<file path="config.mk">
export PLATFORM = sky130hd
export DESIGN_NAME = sync_gray_ptr
export DESIGN_NICKNAME = d
export VERILOG_FILES = /design/src/rtl/fifo_pkg.sv /design/src/rtl/sync_chain.sv /design/src/rtl/sync_gray_ptr.sv
export SDC_FILE = /design/constraint.sdc
export NUM_CORES = 1
export LEC_CHECK = 0
export ABC_AREA = 1
export CORE_MARGIN = 4
export CORE_UTILIZATION = 51
export DETAILED_ROUTE_END_ITERATION = 16
export MAX_ROUTING_LAYER = met4
export PLACE_DENSITY = 0.83
export SLEW_MARGIN = 0
export SYNTH_ARGS = -nofsm -noshare
export SYNTH_HDL_FRONTEND = slang
export SYNTH_SLANG_ARGS = --single-unit
</file>
<file path="constraint.sdc">
create_clock -name i_clk -period 5.82 [get_ports i_clk]
set_input_delay 1.164 -clock i_clk [delete_from_list [all_inputs] [get_ports i_clk]]
set_output_delay 1.164 -clock i_clk [all_outputs]
set_load 0.1 [all_outputs]
</file>
<file path="src/rtl/fifo_pkg.sv">
// Purpose: shared Gray/binary helpers and synchronizer limits for the async FIFO.
// Latency: n/a (combinational functions and constants only).
// Backpressure: n/a.
// The conversion functions work on a fixed 32-bit container. Callers zero-extend
// a PTR_W-wide value in and truncate the result back to PTR_W. Zero upper bits do
// not change the XOR prefix, so any PTR_W up to 32 converts exactly.
package fifo_pkg;

  localparam int SYNC_STAGES_MIN = 2;
  localparam int SYNC_STAGES_MAX = 4;
  localparam int CONV_W          = 32;

  // Binary bit i is the XOR of Gray bits MSB..i, built from the top down.
  function automatic logic [CONV_W-1:0] gray2bin(input logic [CONV_W-1:0] gray);
    logic [CONV_W-1:0] bin;
    bin[CONV_W-1] = gray[CONV_W-1];
    for (int i = CONV_W - 2; i >= 0; i--) begin
      bin[i] = bin[i+1] ^ gray[i];
    end
    return bin;
  endfunction

  function automatic logic [CONV_W-1:0] bin2gray(input logic [CONV_W-1:0] bin);
    return bin ^ (bin >> 1);
  endfunction

endpackage

</file>
<file path="src/rtl/sync_chain.sv">
// Purpose: plain multi-flop synchronizer; usable for Gray buses or single-bit CDC.
// Latency: STAGES i_clk edges from i_d to o_q.
// Backpressure: none; samples every cycle.
// Ports: i_clk/i_rst (async, active-high) destination clock/reset; i_d foreign-domain
//        data; o_q value from the last stage.
// Nothing sits between stages so every flop gets the full period to resolve.
module sync_chain #(
  parameter int WIDTH  = 1,
  parameter int STAGES = 2
) (
  input  logic             i_clk,
  input  logic             i_rst,
  input  logic [WIDTH-1:0] i_d,
  output logic [WIDTH-1:0] o_q
);

  (* ASYNC_REG = "TRUE" *) logic [WIDTH-1:0] r_stage [STAGES];

  always_ff @(posedge i_clk or posedge i_rst) begin
    if (i_rst) begin
      for (int k = 0; k < STAGES; k++) begin
        r_stage[k] <= '0;
      end
    end else begin
      r_stage[0] <= i_d;
      for (int k = 1; k < STAGES; k++) begin
        r_stage[k] <= r_stage[k-1];
      end
    end
  end

  assign o_q = r_stage[STAGES-1];

endmodule

</file>
<file path="src/rtl/sync_gray_ptr.sv">
// Purpose: bring a foreign-domain Gray FIFO pointer into i_clk. Publish it as Gray and
//          as binary, with the per-cycle advance, and flag impossible jumps.
// Latency: Gray out after SYNC_STAGES edges; binary/advance after SYNC_STAGES+1 edges.
// Backpressure: none; outputs update every cycle.
// Ports: i_clk, i_rst (async, active-high); i_ptrGray foreign Gray pointer;
//        i_errClr clears the sticky error; o_syncPtrGray, o_syncPtrBin, o_advance,
//        o_ptrChanged (advance nonzero), o_overrunErr (sticky, advance > depth).
module sync_gray_ptr
  import fifo_pkg::*;
#(
  parameter int ADDR_W      = 4,
  parameter int SYNC_STAGES = 2
) (
  input  logic              i_clk,
  input  logic              i_rst,
  input  logic [ADDR_W:0]   i_ptrGray,
  input  logic              i_errClr,
  output logic [ADDR_W:0]   o_syncPtrGray,
  output logic [ADDR_W:0]   o_syncPtrBin,
  output logic [ADDR_W:0]   o_advance,
  output logic              o_ptrChanged,
  output logic              o_overrunErr
);

  localparam int PTR_W = ADDR_W + 1;
  localparam logic [PTR_W-1:0] DEPTH = PTR_W'(1) << ADDR_W;

  if (SYNC_STAGES < SYNC_STAGES_MIN || SYNC_STAGES > SYNC_STAGES_MAX) begin : g_bad_stages
    $error("sync_gray_ptr: SYNC_STAGES must be within 2..4");
  end

  logic [PTR_W-1:0] w_syncGray;
  logic [PTR_W-1:0] w_gb;
  logic [PTR_W-1:0] w_adv;
  logic             w_overrun;

  logic [PTR_W-1:0] r_bin;
  logic [PTR_W-1:0] r_adv;
  logic             r_changed;
  logic             r_err;

  sync_chain #(
    .WIDTH  (PTR_W),
    .STAGES (SYNC_STAGES)
  ) u_sync (
    .i_clk (i_clk),
    .i_rst (i_rst),
    .i_d   (i_ptrGray),
    .o_q   (w_syncGray)
  );

  assign w_gb = PTR_W'(gray2bin(CONV_W'(w_syncGray)));
  // Modular subtraction: the wrap from max to 0 shows up as a step of 1.
  assign w_adv     = w_gb - r_bin;
  // A real pointer cannot move more than a full FIFO between samples.
  assign w_overrun = (w_adv > DEPTH);

  always_ff @(posedge i_clk or posedge i_rst) begin
    if (i_rst) begin
      r_bin     <= '0;
      r_adv     <= '0;
      r_changed <= 1'b0;
      r_err     <= 1'b0;
    end else begin
      r_bin     <= w_gb;
      r_adv     <= w_adv;
      r_changed <= (w_adv != '0);
      // A set on the same edge as a clear wins, so no overrun is lost.
      if (w_overrun) begin
        r_err <= 1'b1;
      end else if (i_errClr) begin
        r_err <= 1'b0;
      end
    end
  end

  assign o_syncPtrGray = w_syncGray;
  assign o_syncPtrBin  = r_bin;
  assign o_advance     = r_adv;
  assign o_ptrChanged  = r_changed;
  assign o_overrunErr  = r_err;

endmodule

</file>
* Word-level counts from Yosys, hierarchy flattened
Cells that the tools add are included.
** Word-level totals
- Input bits :: 8
- Bits in registers :: 22
- Output and inout port bits :: 17
** Operators by class
- Reductions and logical operators :: 2
- Bitwise operators :: 4
- $lt $le $gt $ge :: 1
- Multiplexer cells :: 2
- $add $sub $neg :: 1
** Operators with widths (count)
- 5-bit > comparator (second input constant) :: 1
- 5-bit nonzero test :: 1
- 5-bit subtractor :: 1
- 1-bit bitwise XOR :: 4
- 1-bit 2-to-1 mux :: 2
- 2-bit nonzero test :: 1

* Longest topological paths before layout
Gate-level depths: netlist (run 1).
- Word-level depth :: 7
- Depth in mapped cells :: 16
- Mapped depth without buffers :: 16

* By module
A second synthesis (run 1) with hierarchy kept.
** Second synthesis, totals
- Cells, all modules :: 83
- Area, all modules :: 899.6 um2
** By module, submodules not included
- sync_gray_ptr :: seq. area each 300.3 um2, cells an instance 67, area an instance 608.1 um2, instances 1
- sync_chain :: seq. area each 250.2 um2, cells an instance 16, area an instance 291.5 um2, instances 1

* Least setup slack after synthesis (run 1)
No wires, ideal clock.
- Kind :: register to output
- Start point :: register r_bin[1], in the netlist o_syncPtrBin[1]
- End point :: output port o_syncPtrBin[1]
- Buffers on the path :: 0
- Cell stages (with the launch flop) :: 1
- Arrival :: 939 ps
- Slack :: 3717 ps
- Required time :: 4656 ps
- Cell sequence :: dfrtp_1
** RTL lines
- start: declaration :: RTL line sync_gray_ptr.sv:37 : logic [PTR_W-1:0] r_bin;
- start signal: assignment :: RTL line sync_gray_ptr.sv:65 : r_bin <= w_gb;
- end: declaration :: RTL line sync_gray_ptr.sv:19 : output logic [ADDR_W:0] o_syncPtrBin,
No word-level cell between the ends.

* Worst setup path after layout (run 1)
- Start point :: register u_sync.r_stage, in the netlist u_sync.o_q[4]
- End point :: output port o_syncPtrGray[4]
** RTL lines
- start: declaration :: RTL line sync_chain.sv:17 : (* ASYNC_REG = "TRUE" *) logic [WIDTH-1:0] r_stage [STAGES];
- start signal: indexed assignment :: RTL line sync_chain.sv:27 : r_stage[k] <= r_stage[k-1];
- end: declaration :: RTL line sync_gray_ptr.sv:18 : output logic [ADDR_W:0] o_syncPtrGray,
No word-level cell between the ends.

==> run_results.csv, run 1 <==
group,metric,value,unit
setup_path,cp_slowest_cell,"clkdlybuf4s50_1",
cells_and_area,fin_nets,136,
drt,routedWlPerCell,11.3,µm
yosys,syn_inst,99,
pwr,combPwrFrac,48.8,%
sta,post-route-period-util,53.9,%
placed_design,hpwl,1300,µm
placed_design,place.gp.congestion,0.799,
yosys,avgSynthCellArea,10.0,µm²
sta,rsz0062_at_grt,"false",
yosys,ys_ff_latch,22,
global_route,grt_overflow,0,
sta,hold_slack,0.361,ns
yosys,yosysSeqAreaShare,55.5,%
yosys,yosysWarnings,0,
setup_path,cp_data_arrival_time,1.97,ns
worst_hold_path,min_to,"u_sync.o_q[1]$_DFF_PP0_",
setup_path,critical_path_class,"reg -> out",
outcome,outcome,"finished clean",
yosys,synth_edf_count,0,
setup_path,worstPathCellList,"clkdlybuf4s50_1",
setup_path,rrSetupSlack,3.49,ns
yosys,yosysTopAreaCell,"dfrtp_1",
global_route,grt_pass1_vias,736,
floorplan,dieArea,2710,µm²
worst_hold_path,hp-start,"u_sync.r_stage[6]$_DFF_PP0_",
yosys,synth_top_cell_area_share,55.5,%
pwr,design_power_total,478,µW
setup_path,cp-start-kind,"register",
clock_tree,postCtsHoldBufs,0,
yosys,synth_area,992,µm²
sta,maxSlewViolCount,0,
cells_and_area,drive_gt1_share,10.7,%
worst_hold_path,hold_path.class,"reg -> reg",
clock_tree,cts_tree,"built",
sta,fin_tns_setup,0,ns
clock_tree,htree_levels,1,
clock_tree,clock_latency,0.29,ns
setup_path,critPathBufInv,1,
yosys,synth.distinct_cells,18,
setup_path,end_kind,"output pin",
drt,via_per_inst,4.75,
setup_path,r2r_start,"u_sync.o_q[4]$_DFF_PP0_",
clock_tree,cts_buffer_depth,2,
sta,post-route-min-period,3.13,ns
sta,hold_viol,0,
drt,detail_route.first_pass.iterations,4,
sta,setup_viol,0,
global_route,grtUsageTotal,14.6,%
setup_path,cp_top_family,"buffers and inverters",
worst_hold_path,worstHoldPathCells,0,
pwr,switching_power,228,µW
clock_tree,clock-root-buffer,"clkbuf_4",
floorplan,rows,15,
sta,slew_headroom,34.8,%
global_route,grt_max_degree,23,
setup_path,critical_path_required,4.66,ns
setup_path,critPathMaxStageDelay,1.18,ns
sta,tightest_slew,0.975,ns
yosys,synth_commonest_cells,"dfrtp_1 (22), nand2_1 (22), inv_1 (15), nand3_1 (13), buf_4 (5)",
cells_and_area,antenna_cells,0,
drt,vias,693,
global_route,grt_pass1_wl,2810,µm
pwr,clkPwrFrac,13.5,%
yosys,synth_top_flop_cell,"dfrtp_1",
clock_tree,clkSlewWorstSetupHoldPaths,0.11,ns
floorplan,die_h,52.1,µm
drt,drc,0,
pwr,power_frac_seq,37.7,%
setup_path,regToRegEndpoint,"o_ptrChanged$_DFF_PP0_",
pwr,powerDensity,383,nW/µm²
yosys,synth_area_leaders,"dfrtp_1 (55%), nand2_1 (8.3%), nand3_1 (6.6%)",
floorplan,initial_core_util,55.6,%
placed_design,placed_cells,143,
floorplan,core_area,1780,µm²
floorplan,die_w,52.1,µm
setup_path,crit_path_max_fanout,7,
drt,ant_nets,0,
run,drv_cap,0,
sta,skew,0.00133,ns
clock_tree,post_cts_buffers,0,
setup_path,worst-r2r-cell-count,14,
sta,fmax,319,MHz
yosys,synth_fp_nets,112,
drt,finalWirelength,1640,µm
pwr,internal-power,250,µW
drt,drt_iter0_drc,10,
pwr,swShare,47.6,%
cells_and_area,instances_no_fill,146,
placed_design,port_buffers,24,
clock_tree,post_cts_resized,0,
cells_and_area,syn2layout_area_growth,25.9,%
clock_tree,clock-sinks,22,
pwr,leakage,0.632,nW
global_route,antenna_found_initial,0,
floorplan,pin_count,25,
clock_tree,cts_inserted_buffers,3,
yosys,async_reset_ff_share,100,%
pwr,ir_drop,0.000206,V
-- logic make-up after synthesis --
group	Yosys count	share of synthesized area, %
simple gates	47	25.0
fa+ha+maj	5	7.06
xor+xnor	2	1.77
buf+inv	22	10.2
flops	22	55.5
compound gates	1	0.504
-- cell type report --
| cell class | count | area (µm²) |
|---|---|---|
| Sequential cell | 22 | 551 |
| Tap cell | 25 | 31.3 |
| Timing Repair Buffer | 24 | 240 |
| Fill cell | 136 | 534 |
| Inverter | 17 | 63.8 |
| Multi-Input combinational cell | 55 | 340 |
| Clock buffer | 3 | 22.5 |
-- stage by stage --
stage	area [µm²]	setup WS [ns]	util, %
2_1_floorplan	992	3.72	-
3_3_place_gp	1230	3.04	68.8
5_1_grt	1250	2.61	70.0
3_5_place_dp	1230	3.01	68.8
4_1_cts	1250	2.67	70.0
6_report	1250	2.69	70.0
-- power groups by stage --
| stage | clock network [mW] | logic, mW | registers (mW) |
|---|---|---|---|
| 5_1_grt | 0.0759 | 0.246 | 0.182 |
| 3_5_place_dp | 0 | 0.234 | 0.184 |
| 2_1_floorplan | 0 | 0.0650 | 0.301 |
| 6_report | 0.0644 | 0.233 | 0.180 |
| 3_3_place_gp | 0 | 0.228 | 0.183 |
| 4_1_cts | 0.0681 | 0.234 | 0.180 |
-- how the worst max path moves through the flow --
stage	from	depth (start not counted)	end	slack (ns)
2_1_floorplan	o_syncPtrBin[1]$_DFF_PP0_	0	o_syncPtrBin[1]	3.72
3_3_place_gp	u_sync.o_q[4]$_DFF_PP0_	1	o_syncPtrGray[4]	3.04
3_5_place_dp	u_sync.o_q[4]$_DFF_PP0_	1	o_syncPtrGray[4]	3.01
4_1_cts	u_sync.o_q[4]$_DFF_PP0_	1	o_syncPtrGray[4]	2.67
5_1_grt	u_sync.o_q[4]$_DFF_PP0_	1	o_syncPtrGray[4]	2.61
6_report	u_sync.o_q[4]$_DFF_PP0_	1	o_syncPtrGray[4]	2.69
-- cells in the final DEF (no fill, tap or decap) --
master | Yosys | layout
nand2_4 | 2 | 2
inv_2 | 2 | 2
or2_1 | 1 | 1
xnor2_1 | 1 | 1
xor2_1 | 1 | 1
clkbuf_4 | 0 | 3
nor2_1 | 2 | 2
ha_1 | 4 | 4
dfrtp_1 | 22 | 22
nand2_1 | 22 | 22
inv_1 | 15 | 15
nand3_2 | 2 | 2
nand3_4 | 1 | 1
nand2_2 | 3 | 3
fa_1 | 1 | 1
nand3b_1 | 1 | 1
nand3_1 | 13 | 13
clkdlybuf4s50_1 | 0 | 24
a21oi_1 | 1 | 1
-- routing by layer --
metal / GRT usage [%] / vias up / part of all wire (%)
li1: - / 348 / -
met1: 13.1 / 316 / 38
met2: 27.4 / 24 / 52
met3: 4.30 / 5 / 7.4
met4: 7.42 / 0 / 2.3
met5: - / - / 0
-- sequential cells by signal (all words and copies together), names as in the netlist --
name,count
o_overrunErr,1
u_sync.r_stage,5
u_sync.o_q,5
o_advance,5
o_ptrChanged,1
o_syncPtrBin,5
Note: power is estimated with default switching activity, not from simulation.
==> run 2: changes to the inputs <==
--- a/config.mk
+++ b/config.mk
@@ -7,10 +7,10 @@
 export LEC_CHECK = 0
 export ABC_AREA = 1
 export CORE_MARGIN = 4
-export CORE_UTILIZATION = 51
+export CORE_UTILIZATION = 47
 export DETAILED_ROUTE_END_ITERATION = 16
 export MAX_ROUTING_LAYER = met4
-export PLACE_DENSITY = 0.83
+export PLACE_DENSITY = 0.77
 export SLEW_MARGIN = 0
 export SYNTH_ARGS = -nofsm -noshare
 export SYNTH_HDL_FRONTEND = slang
==> constraint.sdc (replaced) <==
create_clock -name i_clk -period 2.9 [get_ports i_clk]
set_input_delay 0.58 -clock i_clk [delete_from_list [all_inputs] [get_ports i_clk]]
set_output_delay 0.58 -clock i_clk [all_outputs]
set_load 0.1 [all_outputs]
==> run 2 against run 1 <==
  * Wire length shrank 0.18%
  * Worst setup slack lost 2.1 ns
  * Worst hold slack better by 0.0063 ns
  * Sequential share of layout area up 0.95 points
  * Die area grew 7.2%
  * Flip-flop and latch count unchanged
  * Count of clock-buffer cells in the layout rose by 1
  * Combinational power rose by 94%
==> run_results.csv, run 2 (same netlist as run 1, synthesis figures left out) <==
group,metric,value,unit
outcome,outcome,"finished clean",
drt,finalWirelength,1640,µm
pwr,switching_power,464,µW
pwr,clkPwrFrac,17.1,%
sta,fmax,434,MHz
global_route,grt_max_degree,23,
cells_and_area,most-common-layout-cells,"nand2_1 (22), dfrtp_1 (22), buf_4 (17)",
placed_design,place_ws,0.624,ns
drt,wl_met1,641,µm
drt,drt_iter0_drc,8,
sta,maxSlewViolCount,0,
setup_path,crit_path_max_fanout,7,
clock_tree,clock-sinks,22,
sta,hold_slack,0.367,ns
global_route,grtUsageTotal,13.4,%
cells_and_area,drive_gt1_share,25.4,%
setup_path,critical_path_class,"reg -> reg",
sta,slew_headroom,46.1,%
global_route,grt_overflow,0,
sta,post-route-min-period,2.30,ns
setup_path,critical_path_required,3.11,ns
setup_path,cp-start-kind,"register",
pwr,powerDensity,804,nW/µm²
sta,rsz0062_at_grt,"false",
clock_tree,cts_buffer_depth,2,
clock_tree,clkSlewWorstSetupHoldPaths,0.11,ns
setup_path,end_kind,"register",
worst_hold_path,hold_path.class,"reg -> reg",
placed_design,port_buffers,24,
drt,met3_length,107,µm
pwr,power_frac_seq,37.0,%
sta,setup_viol,0,
drt,vias,693,
cells_and_area,antenna_cells,0,
cells_and_area,fill_cells,171,
clock_tree,postCtsHoldBufs,0,
placed_design,hpwl,1290,µm
sta,fin_tns_setup,0,ns
clock_tree,clock_latency,0.31,ns
drt,via_per_inst,4.65,
floorplan,die_w,53.9,µm
run,drv_cap,0,
sta,hold_viol,0,
drt,drc,0,
drt,ant_nets,0,
sta,post-route-period-util,79.4,%
global_route,grt_pass1_vias,720,
pwr,ir_drop,0.000488,V
floorplan,dieArea,2910,µm²
cells_and_area,fin_nets,136,
global_route,antenna_found_initial,0,
pwr,internal-power,519,µW
cells_and_area,syn2layout_area_growth,23.2,%
clock_tree,htree_levels,1,
drt,routedWlPerCell,11.0,µm
pwr,leakage,0.654,nW
clock_tree,clock-root-buffer,"clkbuf_4",
pwr,combPwrFrac,45.9,%
clock_tree,cts_inserted_buffers,3,
sta,tightest_slew,0.807,ns
setup_path,cp_data_arrival_time,2.52,ns
cells_and_area,fin_util,61.7,%
floorplan,die_h,53.9,µm
cells_and_area,register_area,551,µm²
placed_design,place.gp.congestion,0.810,
clock_tree,post_cts_resized,0,
floorplan,core_area,1980,µm²
clock_tree,cts_tree,"built",
drt,met2_length,855,µm
drt,detail_route.first_pass.iterations,4,
floorplan,rows,16,
drt,top_layer_used,"met4",
clock_tree,post_cts_buffers,0,
sta,skew,0.00180,ns
global_route,grt_pass1_wl,2700,µm
cells_and_area,multiInputGateArea,340,µm²
floorplan,pin_count,25,
floorplan,initial_core_util,50.1,%
pwr,swShare,47.3,%
sta,fin_ws,0.598,ns
run 2: cell types whose count changed in the layout (fill, tap and decap cells not counted), sizes merged:
cell           before  now
buf                 0   17
clkbuf              3    4
clkdlybuf4s50      24    7
run 2: worst max-delay path, stage by stage, from the launching register on:
cell	delay (ns)
dfrtp_1	0.48
nand2_1	0.20
nand3_4	0.12
nand2_4	0.09
nand2_4	0.05
nand3_1	0.08
nand2_1	0.07
ha_1	0.21
fa_1	0.52
nand2_1	0.06
nor2_1	0.14
nand3_1	0.09
nand2_1	0.06
nand2_1	0.04
run 2: cell type report:
type | instances | area share, %
Sequential cell | 22 | 45.0
Multi-Input combinational cell | 55 | 27.8
Timing Repair Buffer | 24 | 16.2
Inverter | 17 | 5.22
Clock buffer | 4 | 2.97
Tap cell | 27 | 2.76
run 2: worst paths after layout:
kind                                             start                     endpoint  slack [ns]  cells past startpoint
min                        u_sync.r_stage[8]$_DFF_PP0_      u_sync.o_q[3]$_DFF_PP0_        0.37                      0
min in group asynchronous                        i_rst  u_sync.r_stage[6]$_DFF_PP0_        0.72                      2
max in group asynchronous                        i_rst    o_syncPtrBin[4]$_DFF_PP0_        1.68                      2
min reg2reg                u_sync.r_stage[8]$_DFF_PP0_      u_sync.o_q[3]$_DFF_PP0_        0.37                      0
max reg2reg                    u_sync.o_q[4]$_DFF_PP0_     o_overrunErr$_DFFE_PP0P_        0.60                     13
max                            u_sync.o_q[4]$_DFF_PP0_     o_overrunErr$_DFFE_PP0P_        0.60                     13
run 2: metal layers:
| metal | vias to the layer above | global-route usage (%) |
|---|---|---|
| met1 | 325 | 13.4 |
| li1 | 343 | - |
| met5 | - | - |
| met3 | 5 | 2.77 |
| met4 | 0 | 7.66 |
| met2 | 20 | 23.8 |
run 2: power by group through the flow:
| stage | clock [mW] | sequential, mW | combinational (mW) |
|---|---|---|---|
| final | 0.168 | 0.363 | 0.452 |
| after global routing | 0.181 | 0.368 | 0.477 |
| after CTS | 0.169 | 0.364 | 0.454 |
| after detailed placement | 0 | 0.370 | 0.453 |
| after global placement | 0 | 0.369 | 0.447 |
| after floorplan | 0 | 0.604 | 0.130 |
run 2: per-stage QoR:
| stage | cell area, µm² | power, mW | instances |
|---|---|---|---|
| 2_1_floorplan | 992 | 0.734 | 99 |
| 3_3_place_gp | 1190 | 0.816 | 145 |
| 3_5_place_dp | 1190 | 0.824 | 145 |
| 4_1_cts | 1220 | 0.987 | 149 |
| 5_1_grt | 1220 | 1.03 | 149 |
| 6_report | 1220 | 0.983 | 149 |
==> run 3: changes to the inputs <==
--- a/config.mk
+++ b/config.mk
@@ -7,10 +7,10 @@
 export LEC_CHECK = 0
 export ABC_AREA = 1
 export CORE_MARGIN = 4
-export CORE_UTILIZATION = 47
+export CORE_UTILIZATION = 42
 export DETAILED_ROUTE_END_ITERATION = 16
 export MAX_ROUTING_LAYER = met4
-export PLACE_DENSITY = 0.77
+export PLACE_DENSITY = 0.73
 export SLEW_MARGIN = 0
 export SYNTH_ARGS = -nofsm -noshare
 export SYNTH_HDL_FRONTEND = slang
==> constraint.sdc (replaced) <==
create_clock -name i_clk -period 1.9 [get_ports i_clk]
set_input_delay 0.38 -clock i_clk [delete_from_list [all_inputs] [get_ports i_clk]]
set_output_delay 0.38 -clock i_clk [all_outputs]
set_load 0.1 [all_outputs]
==> run 3 against run 2 <==
  * The run now ends with setup timing left
  * Sequential power up 55%
  * Count of clock-buffer cells in the layout fell by 1
  * Final area rose by 24%
  * Highest routed layer unchanged
  * Wire length increased by 12%
  * Core utilization increased by 6.1 points
  * Largest power group unchanged
  * First-iteration DRC count is the same
  * Maximum frequency increased by 9.4%
  * Via count increased by 6.9%
  * Clock skew is essentially flat
  * Die area rose by 10%
==> run_results.csv, run 3 (same netlist as run 1, synthesis figures left out) <==
group,metric,value,unit
floorplan,die_h,56.6,µm
floorplan,rows,17,
setup_path,end_kind,"register",
drt,ant_nets,0,
cells_and_area,fin_nets,148,
sta,fin_ws,-0.205,ns
global_route,grt_overflow,0,
placed_design,port_buffers,24,
clock_tree,clock-sinks,22,
drt,via_per_inst,4.60,
placed_design,placed_cell_area,1390,µm²
sta,maxSlewViolCount,0,
placed_design,placed_cells,158,
sta,setup_viol,3,
pwr,design_power_total,1.56,mW
drt,finalWirelength,1830,µm
cells_and_area,fin_util,67.8,%
sta,post-route-period-util,111,%
clock_tree,clock-root-buffer,"clkbuf_4",
sta,slew_headroom,81.1,%
sta,skew,0.00141,ns
global_route,grt_pass1_wl,3070,µm
sta,fin_tns_setup,-0.355,ns
setup_path,cp_data_arrival_time,2.31,ns
sta,hold_slack,0.364,ns
setup_path,cp-start-kind,"register",
floorplan,pin_count,25,
global_route,grt_pass1_vias,781,
sta,tightest_slew,0.286,ns
clock_tree,cts_tree,"built",
sta,hold_viol,0,
cells_and_area,final_cell_area,1510,µm²
clock_tree,cts_inserted_buffers,3,
global_route,antenna_found_initial,0,
cells_and_area,instances_no_fill,161,
clock_tree,clkSlewWorstSetupHoldPaths,0.10,ns
clock_tree,cts_buffer_depth,2,
setup_path,critical_path_required,2.10,ns
cells_and_area,syn2layout_area_growth,52.6,%
global_route,grtUsageTotal,12.6,%
drt,detail_route.first_pass.iterations,4,
setup_path,critical_path_class,"reg -> reg",
sta,fmax,475,MHz
placed_design,place_ws,-0.264,ns
cells_and_area,drive_gt1_share,48.9,%
cells_and_area,antenna_cells,0,
cells_and_area,most-common-layout-cells,"buf_4 (21), dfrtp_1 (19), nand2_1 (15)",
cells_and_area,layout_commonest_cell,"buf_4",
floorplan,initial_core_util,44.4,%
drt,drt_iter0_drc,8,
floorplan,dieArea,3200,µm²
sta,rsz0062_at_grt,"true",
clock_tree,post_cts_buffers,0,
sta,post-route-min-period,2.11,ns
pwr,leakage,0.764,nW
run,drv_cap,0,
drt,vias,741,
worst_hold_path,hold_path.class,"reg -> reg",
drt,routedWlPerCell,11.4,µm
outcome,outcome,"finished with violations",
clock_tree,htree_levels,1,
floorplan,die_w,56.6,µm
placed_design,hpwl,1430,µm
global_route,grt_max_degree,23,
pwr,ir_drop,0.000686,V
floorplan,core_area,2230,µm²
pwr,powerDensity,1030,nW/µm²
drt,drc,0,
outcome,violations,"setup timing",
setup_path,crit_path_max_fanout,4,
clock_tree,clock_latency,0.30,ns
placed_design,place.gp.congestion,0.753,
## run 3: cell types whose count changed in the layout (fill, tap and decap cells not counted), moves of 2 or more
cell,change
nand3_2,+6
dfrtp_2,+3
buf_12,+8
inv_1,-2
dfrtp_1,-3
nand3_1,-7
ha_1,-2
inv_4,+2
nand2_1,-7
nand2_4,+3
ha_4,+2
buf_4,+4
nand2_2,+4
## run 3: layout make-up
class,instances,area [µm²]
inverters,17,68.8
well taps,28,35.0
repair buffers,36,388
flip-flops and latches,22,554
clock buffers,3,22.5
multi-input cells,55,445
fillers,172,719
## run 3: worst paths after layout
check | depth (start not counted) | slack [ns] | startpoint | end
setup / recovery | 13 | -0.21 | u_sync.o_q[3]$_DFF_PP0_ | o_overrunErr$_DFFE_PP0P_
hold / removal | 0 | 0.36 | u_sync.r_stage[8]$_DFF_PP0_ | u_sync.o_q[3]$_DFF_PP0_
setup reg to reg | 13 | -0.21 | u_sync.o_q[3]$_DFF_PP0_ | o_overrunErr$_DFFE_PP0P_
hold reg to reg | 0 | 0.36 | u_sync.r_stage[8]$_DFF_PP0_ | u_sync.o_q[3]$_DFF_PP0_
max in group asynchronous | 3 | 1.27 | i_rst | u_sync.o_q[3]$_DFF_PP0_
min in group asynchronous | 3 | 0.39 | i_rst | u_sync.o_q[1]$_DFF_PP0_
## run 3: repair_timing
action	in CTS	in global routing
endpoints found under the setup margin	3	5
cloned	0	0
hold buffers	0	0
pin swaps	4	2
gates resized for setup	12	12
## run 3: worst max-delay path: stages (launching register included)
cell and delay (ns):
dfrtp_2 0.47, nand2_2 0.12, nand3_4 0.11, nand2_4 0.10, nand2_4 0.05, nand3_2 0.06
nand2_2 0.07, ha_4 0.16, fa_2 0.55, nand2_2 0.05, nor2_2 0.09, nand3_1 0.08
nand2_1 0.06, nand2_1 0.04
## run 3: per-layer routing
| metal | share of wire (%) | up-vias | track usage [%] |
|---|---|---|---|
| met5 | 0 | - | - |
| met4 | 1.6 | 0 | 5.08 |
| met3 | 6.8 | 2 | 2.30 |
| met2 | 54 | 26 | 22.8 |
| met1 | 38 | 341 | 13.3 |
| li1 | - | 372 | - |
## run 3: where the power goes
group / internal [mW] / leakage [nW] / switching (mW) / total [mW]
sequential: 0.527 / 0.252 / 0.0338 / 0.561
combinational: 0.222 / 0.499 / 0.575 / 0.797
clock: 0.0739 / 0.0138 / 0.125 / 0.199
